--- config.mk ---
export PLATFORM = sky130hd
export DESIGN_NAME = local_nic_flat
export DESIGN_NICKNAME = d
export VERILOG_FILES = /design/src/rtl/local_nic_if.sv /design/src/rtl/local_nic.sv /design/src/flat_wrapper.sv
export SDC_FILE = /design/constraint.sdc
export NUM_CORES = 1
export LEC_CHECK = 0
export CAP_MARGIN = 20
export CORE_MARGIN = 3
export CORE_UTILIZATION = 59
export DETAILED_ROUTE_END_ITERATION = 7
export PLACE_DENSITY = 0.84
export SYNTH_ARGS = -nofsm -noshare
export SYNTH_HDL_FRONTEND = slang
export SYNTH_SLANG_ARGS = --single-unit
--- constraint.sdc ---
create_clock -name clk -period 7.2 [get_ports clk]
set_input_delay 0.72 -clock clk [delete_from_list [all_inputs] [get_ports clk]]
set_output_delay 0.72 -clock clk [all_outputs]
set_load 0.02 [all_outputs]
--- src/rtl/local_nic_if.sv ---
// Bundle of the core-side and router-side signals of the node network interface.
// The NIC takes the slave modport; the core/router side takes the master modport.
`ifndef WIDTH_PORT
`define WIDTH_PORT 32
`endif
`ifndef WIDTH_PV
`define WIDTH_PV 5
`endif

interface local_nic_if #(
    parameter int FLIT_W = `WIDTH_PORT,
    parameter int PV_W   = `WIDTH_PV
);
    logic              core_tx_valid;
    logic              core_tx_ready;
    logic [FLIT_W-1:0] core_tx_flit;
    logic [PV_W-1:0]   core_tx_pv;
    logic [FLIT_W-1:0] dinLocal;
    logic [PV_W-1:0]   PVLocal;
    logic              injAck;
    logic [FLIT_W-1:0] localOut;
    logic              core_rx_valid;
    logic              core_rx_ready;
    logic [FLIT_W-1:0] core_rx_flit;
    logic              starve;
    logic              ej_overflow;
    logic [7:0]        ej_drop_cnt;

    modport slave (
        input  core_tx_valid, core_tx_flit, core_tx_pv, injAck, localOut, core_rx_ready,
        output core_tx_ready, dinLocal, PVLocal, core_rx_valid, core_rx_flit,
               starve, ej_overflow, ej_drop_cnt
    );

    modport master (
        output core_tx_valid, core_tx_flit, core_tx_pv, injAck, localOut, core_rx_ready,
        input  core_tx_ready, dinLocal, PVLocal, core_rx_valid, core_rx_flit,
               starve, ej_overflow, ej_drop_cnt
    );
endinterface

--- src/rtl/local_nic.sv ---
// Node-side NIC for the deflection router: injection FIFO feeding dinLocal/PVLocal,
// ejection FIFO capturing localOut, plus starvation and ejection-drop tracking.
`ifndef WIDTH_PORT
`define WIDTH_PORT 32
`endif
`ifndef WIDTH_PV
`define WIDTH_PV 5
`endif

module local_nic #(
    parameter int FLIT_W    = `WIDTH_PORT,
    parameter int PV_W      = `WIDTH_PV,
    parameter int INJ_DEPTH = 4,
    parameter int EJ_DEPTH  = 4,
    parameter int STARVE_TH = 15
) (
    input  logic       clk,
    input  logic       reset,
    local_nic_if.slave bus
);
    localparam int IAW = $clog2(INJ_DEPTH);
    localparam int EAW = $clog2(EJ_DEPTH);
    localparam logic [IAW:0] INJ_FULL = INJ_DEPTH[IAW:0];
    localparam logic [EAW:0] EJ_FULL  = EJ_DEPTH[EAW:0];
    localparam logic [7:0]   STARVE_LIM = STARVE_TH[7:0];
    localparam logic [FLIT_W-1:0] VALID_BIT = {1'b1, {(FLIT_W-1){1'b0}}};

    // ---------------- injection side ----------------
    logic [FLIT_W-1:0] r_inj_flit [INJ_DEPTH];
    logic [PV_W-1:0]   r_inj_pv   [INJ_DEPTH];
    logic [IAW-1:0]    r_inj_wr, r_inj_rd;
    logic [IAW:0]      r_inj_cnt;
    logic [7:0]        r_starve_cnt;

    logic w_inj_empty, w_inj_full, w_inj_push, w_inj_pop;

    assign w_inj_empty = (r_inj_cnt == '0);
    assign w_inj_full  = (r_inj_cnt == INJ_FULL);
    // No full-bypass: a pop in the same cycle does not open a slot for the push.
    assign w_inj_push  = bus.core_tx_valid & ~w_inj_full;
    assign w_inj_pop   = bus.injAck & ~w_inj_empty;

    always_ff @(posedge clk) begin
        if (w_inj_push) begin
            r_inj_flit[r_inj_wr] <= bus.core_tx_flit;
            r_inj_pv[r_inj_wr]   <= bus.core_tx_pv;
        end
    end

    always_ff @(posedge clk) begin
        if (reset) begin
            r_inj_wr  <= '0;
            r_inj_rd  <= '0;
            r_inj_cnt <= '0;
        end else begin
            if (w_inj_push) r_inj_wr <= r_inj_wr + 1'b1;
            if (w_inj_pop)  r_inj_rd <= r_inj_rd + 1'b1;
            case ({w_inj_push, w_inj_pop})
                2'b10:   r_inj_cnt <= r_inj_cnt + 1'b1;
                2'b01:   r_inj_cnt <= r_inj_cnt - 1'b1;
                default: r_inj_cnt <= r_inj_cnt;
            endcase
        end
    end

    // Age of the presented head; restarts whenever the head changes or leaves.
    always_ff @(posedge clk) begin
        if (reset || w_inj_pop || w_inj_empty) begin
            r_starve_cnt <= '0;
        end else if (r_starve_cnt != 8'hFF) begin
            r_starve_cnt <= r_starve_cnt + 1'b1;
        end
    end

    assign bus.core_tx_ready = ~w_inj_full;
    assign bus.dinLocal      = w_inj_empty ? '0 : (r_inj_flit[r_inj_rd] | VALID_BIT);
    assign bus.PVLocal       = w_inj_empty ? '0 : r_inj_pv[r_inj_rd];
    assign bus.starve        = (r_starve_cnt >= STARVE_LIM);

    // ---------------- ejection side ----------------
    logic [FLIT_W-1:0] r_ej_flit [EJ_DEPTH];
    logic [EAW-1:0]    r_ej_wr, r_ej_rd;
    logic [EAW:0]      r_ej_cnt;
    logic              r_ej_overflow;
    logic [7:0]        r_ej_drop_cnt;

    logic w_ej_empty, w_ej_full, w_ej_in, w_ej_rd, w_ej_wr, w_ej_drop;

    assign w_ej_empty = (r_ej_cnt == '0);
    assign w_ej_full  = (r_ej_cnt == EJ_FULL);
    assign w_ej_in    = bus.localOut[FLIT_W-1];
    assign w_ej_rd    = ~w_ej_empty & bus.core_rx_ready;
    // The router cannot be stalled, so a same-cycle read frees the slot for the write.
    assign w_ej_wr    = w_ej_in & (~w_ej_full | w_ej_rd);
    assign w_ej_drop  = w_ej_in & w_ej_full & ~w_ej_rd;

    always_ff @(posedge clk) begin
        if (w_ej_wr) r_ej_flit[r_ej_wr] <= bus.localOut;
    end

    always_ff @(posedge clk) begin
        if (reset) begin
            r_ej_wr       <= '0;
            r_ej_rd       <= '0;
            r_ej_cnt      <= '0;
            r_ej_overflow <= 1'b0;
            r_ej_drop_cnt <= '0;
        end else begin
            if (w_ej_wr) r_ej_wr <= r_ej_wr + 1'b1;
            if (w_ej_rd) r_ej_rd <= r_ej_rd + 1'b1;
            case ({w_ej_wr, w_ej_rd})
                2'b10:   r_ej_cnt <= r_ej_cnt + 1'b1;
                2'b01:   r_ej_cnt <= r_ej_cnt - 1'b1;
                default: r_ej_cnt <= r_ej_cnt;
            endcase
            if (w_ej_drop) begin
                r_ej_overflow <= 1'b1;
                if (r_ej_drop_cnt != 8'hFF) r_ej_drop_cnt <= r_ej_drop_cnt + 1'b1;
            end
        end
    end

    assign bus.core_rx_valid = ~w_ej_empty;
    assign bus.core_rx_flit  = w_ej_empty ? '0 : r_ej_flit[r_ej_rd];
    assign bus.ej_overflow   = r_ej_overflow;
    assign bus.ej_drop_cnt   = r_ej_drop_cnt;
endmodule

--- src/flat_wrapper.sv ---
// flat-port wrapper written by rule: the top's interface ports become plain ports
module local_nic_flat 
#(
    parameter int FLIT_W    = `WIDTH_PORT,
    parameter int PV_W      = `WIDTH_PV,
    parameter int INJ_DEPTH = 4,
    parameter int EJ_DEPTH  = 4,
    parameter int STARVE_TH = 15
)
  (clk, reset, bus_core_tx_valid, bus_core_tx_flit, bus_core_tx_pv, bus_injAck, bus_localOut, bus_core_rx_ready, bus_core_tx_ready, bus_dinLocal, bus_PVLocal, bus_core_rx_valid, bus_core_rx_flit, bus_starve, bus_ej_overflow, bus_ej_drop_cnt);
  local_nic_if #(.FLIT_W(FLIT_W), .PV_W(PV_W)) bus_i ();
  input  logic clk;
  input  logic reset;
  input wire logic [$bits(bus_i.core_tx_valid)-1:0] bus_core_tx_valid;
  input wire logic [$bits(bus_i.core_tx_flit)-1:0] bus_core_tx_flit;
  input wire logic [$bits(bus_i.core_tx_pv)-1:0] bus_core_tx_pv;
  input wire logic [$bits(bus_i.injAck)-1:0] bus_injAck;
  input wire logic [$bits(bus_i.localOut)-1:0] bus_localOut;
  input wire logic [$bits(bus_i.core_rx_ready)-1:0] bus_core_rx_ready;
  output wire logic [$bits(bus_i.core_tx_ready)-1:0] bus_core_tx_ready;
  output wire logic [$bits(bus_i.dinLocal)-1:0] bus_dinLocal;
  output wire logic [$bits(bus_i.PVLocal)-1:0] bus_PVLocal;
  output wire logic [$bits(bus_i.core_rx_valid)-1:0] bus_core_rx_valid;
  output wire logic [$bits(bus_i.core_rx_flit)-1:0] bus_core_rx_flit;
  output wire logic [$bits(bus_i.starve)-1:0] bus_starve;
  output wire logic [$bits(bus_i.ej_overflow)-1:0] bus_ej_overflow;
  output wire logic [$bits(bus_i.ej_drop_cnt)-1:0] bus_ej_drop_cnt;
  assign bus_i.core_tx_valid = bus_core_tx_valid;
  assign bus_i.core_tx_flit = bus_core_tx_flit;
  assign bus_i.core_tx_pv = bus_core_tx_pv;
  assign bus_i.injAck = bus_injAck;
  assign bus_i.localOut = bus_localOut;
  assign bus_i.core_rx_ready = bus_core_rx_ready;
  assign bus_core_tx_ready = bus_i.core_tx_ready;
  assign bus_dinLocal = bus_i.dinLocal;
  assign bus_PVLocal = bus_i.PVLocal;
  assign bus_core_rx_valid = bus_i.core_rx_valid;
  assign bus_core_rx_flit = bus_i.core_rx_flit;
  assign bus_starve = bus_i.starve;
  assign bus_ej_overflow = bus_i.ej_overflow;
  assign bus_ej_drop_cnt = bus_i.ej_drop_cnt;
  local_nic #(.FLIT_W(FLIT_W), .PV_W(PV_W), .INJ_DEPTH(INJ_DEPTH), .EJ_DEPTH(EJ_DEPTH), .STARVE_TH(STARVE_TH)) u_core (.clk(clk), .reset(reset), .bus(bus_i));
endmodule
After elaboration in Yosys (flattened, before gate mapping)

Memories as Yosys holds them, arrays and structs flattened. A register that Yosys moved wholly into a read port is not among the register bits.
Cells that the tools add are included.

Flip-flop bits (word level): 31
RAM bits: 276
Bits of input ports: 74
Word-level logic and storage cells: 65
Memories: 3

Memories:

| memory            | words | width | read ports | clocked after memory_dff | wr ports | RTL line        | RTL |
|---|---|---|---|---|---|---|---|
| u_core.r_ej_flit  | 4     | 32    | 1          | 1                        | 1        | local_nic.sv:81 | `logic [FLIT_W-1:0] r_ej_flit [EJ_DEPTH];` |
| u_core.r_inj_flit | 4     | 32    | 1          | 1                        | 1        | local_nic.sv:29 | `logic [FLIT_W-1:0] r_inj_flit [INJ_DEPTH];` |
| u_core.r_inj_pv   | 4     | 5     | 1          | 1                        | 1        | local_nic.sv:30 | `logic [PV_W-1:0] r_inj_pv [INJ_DEPTH];` |

Add/subtract/negate cells: 10
Order comparisons: 1
Eq/ne operators: 8
Muxes and demuxes: 15
Bitwise operators: 12
Reduce and logical (&&, ||, !) cells: 7

Operators with widths:

| cell                                                                  | count |
|---|---|
| 32-bit two-way mux                                                    | 2 |
| 8-bit by 1-bit adder with 8-bit output, second input constant         | 2 |
| 8-bit != test, second input constant                                  | 2 |
| 2-bit two-way mux                                                     | 6 |
| 3-bit one-hot mux with 2 select lines                                 | 2 |
| 2-bit by 1-bit adder with 2-bit output, second input constant         | 4 |
| 8-bit by 4-bit >= comparator with 1-bit output, second input constant | 1 |
| 3-bit by 1-bit adder with 3-bit output, second input constant         | 2 |
| 1-bit AND                                                             | 6 |
| 3-bit equality test, second input constant                            | 2 |
| 3-bit logical NOT                                                     | 2 |
| 3-bit by 1-bit subtractor with 3-bit output, second input constant    | 2 |
| 5-bit two-way mux                                                     | 1 |
| 1-bit inverter                                                        | 5 |
| 2-bit by 1-bit equality test with 1-bit output, second input constant | 2 |
| 2-bit equality test, second input constant                            | 2 |
| 1-bit two-way mux                                                     | 4 |
| 2-bit nonzero test                                                    | 2 |
| 1-bit logical OR                                                      | 2 |
| 2-bit AND reduction                                                   | 1 |
| 1-bit bitwise OR                                                      | 1 |

Depth between registers and ports, before layout

Depth in word-level cells: 7
Depth in mapped cells: 10
Mapped depth without buffers: 9

Worst setup path before layout

Ideal clock, no wire load.

Path kind: input-to-reg
From: input bus_core_rx_ready
To: register u_core.r_ej_cnt[2]
Library setup time: 0.070 ns
Arrival: 2.709 ns
Required time: 7.130 ns
Setup slack: 4.421 ns
Stages on the path: 10
Cell sequence: nor4b_4 and2b_2 clkbuf_1 inv_1 ha_1 inv_1 fa_1 xor2_1 or3_1 a21oi_1

Word-level cells in the longest chain between the ends: 5

Ends and longest elaborated chain:

| what                                                                                         | RTL line           | RTL |
|---|---|---|
| start: declaration                                                                           | flat_wrapper.sv:19 | `input wire logic [$bits(bus_i.core_rx_ready)-1:0] bus_core_rx_ready;` |
| 1-bit AND *                                                                                  | local_nic.sv:92    | `assign w_ej_rd = ~w_ej_empty & bus.core_rx_ready;` |
| 1-bit bitwise OR                                                                             | local_nic.sv:94    | `assign w_ej_wr = w_ej_in & (~w_ej_full \| w_ej_rd);` |
| 1-bit AND                                                                                    | local_nic.sv:94    |  |
| 2-bit by 1-bit equality test with 1-bit output / 2-bit equality test (equally long branches) | local_nic.sv:111   | `case ({w_ej_wr, w_ej_rd})` |
| 3-bit one-hot mux with 2 select lines / 2-bit nonzero test (equally long branches)           | --                 |  |
| end signal: assignment                                                                       | local_nic.sv:112   | `2'b10: r_ej_cnt <= r_ej_cnt + 1'b1;` |
| end signal: assignment                                                                       | local_nic.sv:113   | `2'b01: r_ej_cnt <= r_ej_cnt - 1'b1;` |
| end signal: assignment                                                                       | local_nic.sv:114   | `default: r_ej_cnt <= r_ej_cnt;` |
| end: declaration                                                                             | local_nic.sv:83    | `logic [EAW:0] r_ej_cnt;` |

Mark *: on every way between the ends. The rest lies on a longest branch, timed or not.
A chain may end at the register's enable or synchronous reset.

==> impl_metrics.tcl <==
set metrics [dict create \
    final.setup_skew_ns 0.0203 \
    length_of_the_first_detailed_routing_pass_in_iterations 5 \
    global_route.usage.total_pct 21.2 \
    tritoncts_num_sinks 307 \
    critPathLaunchType "register" \
    net-switching-power_mw 1.59 \
    postCtsHoldBufs 0 \
    cts-root-to-sink-buffers 3 \
    critPathSlowestCell "sky130_fd_sc_hd__dfxtp_2" \
    global_route_wire_length_before_repair_um 36400 \
    clk_transition_reported_paths_ns 0.06 \
    synth-edff-count 272 \
    hpwlAfterDp_um 14000 \
    setup_viol 0 \
    maxSlewHeadroom_pct 33.9 \
    globalRouteOverflowTotal 0 \
    worstSkewPairLatency_ns 0.54 \
    grt_start_max_net_pins 41 \
    cts-buffers-inserted 29 \
    run_status "finished, final reports clean" \
    yosys_register_bits 307 \
    power.density_nw_per_um2 374 \
    route.detailed.drc 0 \
    cts_repair_resize_count 0 \
    signed_area_change_from_the_synthesized_netlist_to_the_final_layout_pct 23.8 \
    switching_share_pct 28.8 \
    use_met2_pct 36.4 \
    postSynthNetCount 713 \
    finalWeightedCongestion 0.745 \
    synth_area_leader_cell "sky130_fd_sc_hd__edfxtp_1" \
    first_global_vias 6817 \
    layout_filler_cell_count 1137 \
    combPwrFrac_pct 31.2 \
    postSynthAreaPerCell_um2 19.1 \
    static-leakage-power_nw 4.85 \
    critical_path_class "reg2out" \
    routed_via_density 5.79 \
    power.share.clock_pct 28.6 \
    synth_async_sr_flop_share_pct 0 \
    met1_usage_pct 26.3 \
    min-delay-path-class "reg2reg" \
    diodes 0 \
    final.setup.tns_ns 0 \
    io_buffers 153 \
    clock_tree.htree_level_count 1 \
    vertical_extent_of_the_die_um 148 \
    worst_path_largest_cell_delay_ns 0.69 \
    grt_util_met3_pct 6.37 \
    path_max_fanout 17 \
    timing.final.crit_share_pct 51.2 \
    critical-path-top-delay-family "buffers and inverters" \
    fp.coreArea_um2 19700 \
    period_minus_slack_ns 3.69 \
    maxSlewViolCount 0 \
    finalCoreUtilization_pct 75.2 \
    critical_path.endpoint_type "primary output" \
    via_count 6245 \
    pwr-share-seq_pct 40.1 \
    final-hold-violation-count 0 \
    clock_tree.root_cell "sky130_fd_sc_hd__clkbuf_16" \
    placed_cells 1024 \
    fmaxAchievable_mhz 271 \
    max_cap_violations 0 \
    top_cells_by_area_in_the_synthesized_netlist "sky130_fd_sc_hd__edfxtp_1 68%, sky130_fd_sc_hd__mux4_2 13%, sky130_fd_sc_hd__dfxtp_1 5.9%, sky130_fd_sc_hd__and2_1 4.0%, sky130_fd_sc_hd__ha_1 1.3%" \
    starting_density_of_the_core_pct 60.7 \
    post_layout_nonfiller_instances 1078 \
    setup_repair_after_global_routing_missed_its_margin "false" \
    synth.yosys.warnings 0 \
    die_w_um 148 \
    initialDrtViolationCount 390 \
    detailed_route_wire_length_per_cell_um 21.1 \
    yosys.area.top_type_share_pct 68.4 \
    critical_path_arrival_ns 2.97 \
    antenna_violations_before_repair 1 \
    postRouteWirelength_um 22800 \
    path_cells "buf_4 -> mux4_2 -> and2_1 -> clkdlybuf4s50_1" \
    layout-drive-gt1-share_pct 16.7 \
    synth_flop_cell "sky130_fd_sc_hd__edfxtp_1" \
    placementRows 51 \
    ioPinCount 155 \
    tightest_slew_ns 0.992 \
    ir_worst_vdd_v 0.000306 \
    grt_most_used_layer "met2" \
    final_nets 878 \
    cts_tree "yes" \
    fin_worst_hold_slack_ns 0.479 \
    netlist-cell-type-count 33 \
    postCtsSetupBuffers 0 \
    netlist_area_um2 11900 \
    synth.yosys.seq_area_share_pct 74.3 \
    route.antenna.remaining_nets 0 \
    syn_inst 625 \
    die_outline_area_um2 22000 \
    critical_path.n_buffers_inverters 2 \
    crit_required_ns 6.48 \
    internal_power_mw 3.93 \
]
==> worst paths after layout <==
check	startpoint	to	cells past startpoint	slack [ns]
worst max-delay path	register	bus_core_rx_flit[11]	4	3.51
worst min-delay path	u_core.bus.ej_overflow$_SDFFE_PP0P_	u_core.bus.ej_overflow$_SDFFE_PP0P_	2	0.48
worst max register to register	u_core.r_ej_cnt[0]$_SDFFE_PP0P_	u_core.r_ej_cnt[2]$_SDFFE_PP0P_	9	4.57
worst min register to register	u_core.bus.ej_overflow$_SDFFE_PP0P_	u_core.bus.ej_overflow$_SDFFE_PP0P_	2	0.48
==> cells in the final DEF (no fill, tap or decap), types with 4 or more instances in the layout <==
cell type / count
sky130_fd_sc_hd__clkdlybuf4s50_1: 153
sky130_fd_sc_hd__nand4_1: 4
sky130_fd_sc_hd__nor2_1: 30
sky130_fd_sc_hd__buf_4: 8
sky130_fd_sc_hd__and2_1: 76
sky130_fd_sc_hd__clkbuf_8: 4
sky130_fd_sc_hd__clkbuf_16: 29
sky130_fd_sc_hd__mux4_2: 68
sky130_fd_sc_hd__bufinv_16: 5
sky130_fd_sc_hd__inv_1: 14
sky130_fd_sc_hd__or3_1: 6
sky130_fd_sc_hd__edfxtp_1: 272
sky130_fd_sc_hd__xnor2_1: 4
sky130_fd_sc_hd__ha_1: 12
sky130_fd_sc_hd__nand2_1: 10
sky130_fd_sc_hd__clkinv_2: 6
sky130_fd_sc_hd__dfxtp_1: 32
sky130_fd_sc_hd__nor3_1: 6
sky130_fd_sc_hd__nand3_1: 9
sky130_fd_sc_hd__and3_2: 4
sky130_fd_sc_hd__mux2i_1: 6
sky130_fd_sc_hd__xor2_1: 9
sky130_fd_sc_hd__o21ai_0: 6
sky130_fd_sc_hd__a21oi_1: 10
==> cell type report <==
class | count | area [um2] | share of cell area [%]
flip-flops and latches | 307 | 8870 | 60.1
well taps | 265 | 332 | 2.24
inverters | 14 | 52.6 | 0.356
multi-input cells | 277 | 2910 | 19.7
clock buffers | 36 | 792 | 5.36
clock inverters | 18 | 224 | 1.52
repair buffers | 161 | 1590 | 10.8
==> logic make-up (layout without fill, tap and decap cells) <==
kind of cell	Yosys count	in the layout	synth area share (%)
simple gates	156	156	7.42
fa+ha+maj	14	14	1.59
mux	74	74	13.3
buf+inv	41	229	1.36
compound gates	20	20	1.04
flops	307	307	74.3
xor+xnor	13	13	0.954
==> layer usage <==
metal,up-vias,part of all wire [%]
li1,2773,-
met1,3163,37
met2,234,51
met3,73,8.2
met4,2,3.2
met5,-,0.057
==> registers in the layout (all words and copies together), names as in the netlist, named ones only <==
signal,count
u_core.r_starve_cnt,8
u_core.r_inj_flit,124
u_core.r_ej_cnt,3
u_core.r_ej_flit,128
u_core.r_inj_pv,20
u_core.r_inj_cnt,3
u_core.r_ej_wr,2
u_core.r_inj_rd,2
u_core.r_ej_rd,2
u_core.bus.ej_overflow,1
u_core.r_inj_wr,2
u_core.bus.ej_drop_cnt,8
==> power by group through the flow <==
stage	Clock [mW]	Combinational, mW	Sequential (mW)
final	1.58	1.72	2.21
after CTS	1.61	1.75	2.22
after global routing	1.68	1.85	2.23
after floorplan	0	1.06	2.20
after detailed placement	0	1.74	2.25
after global placement	0	1.71	2.24
==> cells in the mapped netlist, drive strengths merged (2+ instances only) <==
master and n:
xnor2 4, nand2 10, nand3 9, and2 76, xor2 9, o21ai 6
mux4 68, mux2i 6, a21oi 10, nor3 6, and4 2, dfxtp 35
or3 7, fa 2, edfxtp 272, buf 8, ha 12, nand4 4
inv 14, nor2 30, clkbuf 19, and3 7
==> per-stage QoR <==
stage | setup WS, ns | area (um2) | power [mW]
finish | 3.51 | 14800 | 5.52
global route | 3.31 | 14800 | 5.76
CTS | 3.42 | 14800 | 5.58
detailed placement | 3.75 | 13800 | 3.99
global placement | 3.85 | 13800 | 3.95
floorplan | 4.42 | 11900 | 3.26
==> worst min-delay path, cell delays in order, from the launching register on <==
cell and delay, ns:
sky130_fd_sc_hd__dfxtp_1 0.33, sky130_fd_sc_hd__a21oi_1 0.04, sky130_fd_sc_hd__nor2_1 0.07
No activity file was read; power rests on OpenSTA's default activity.
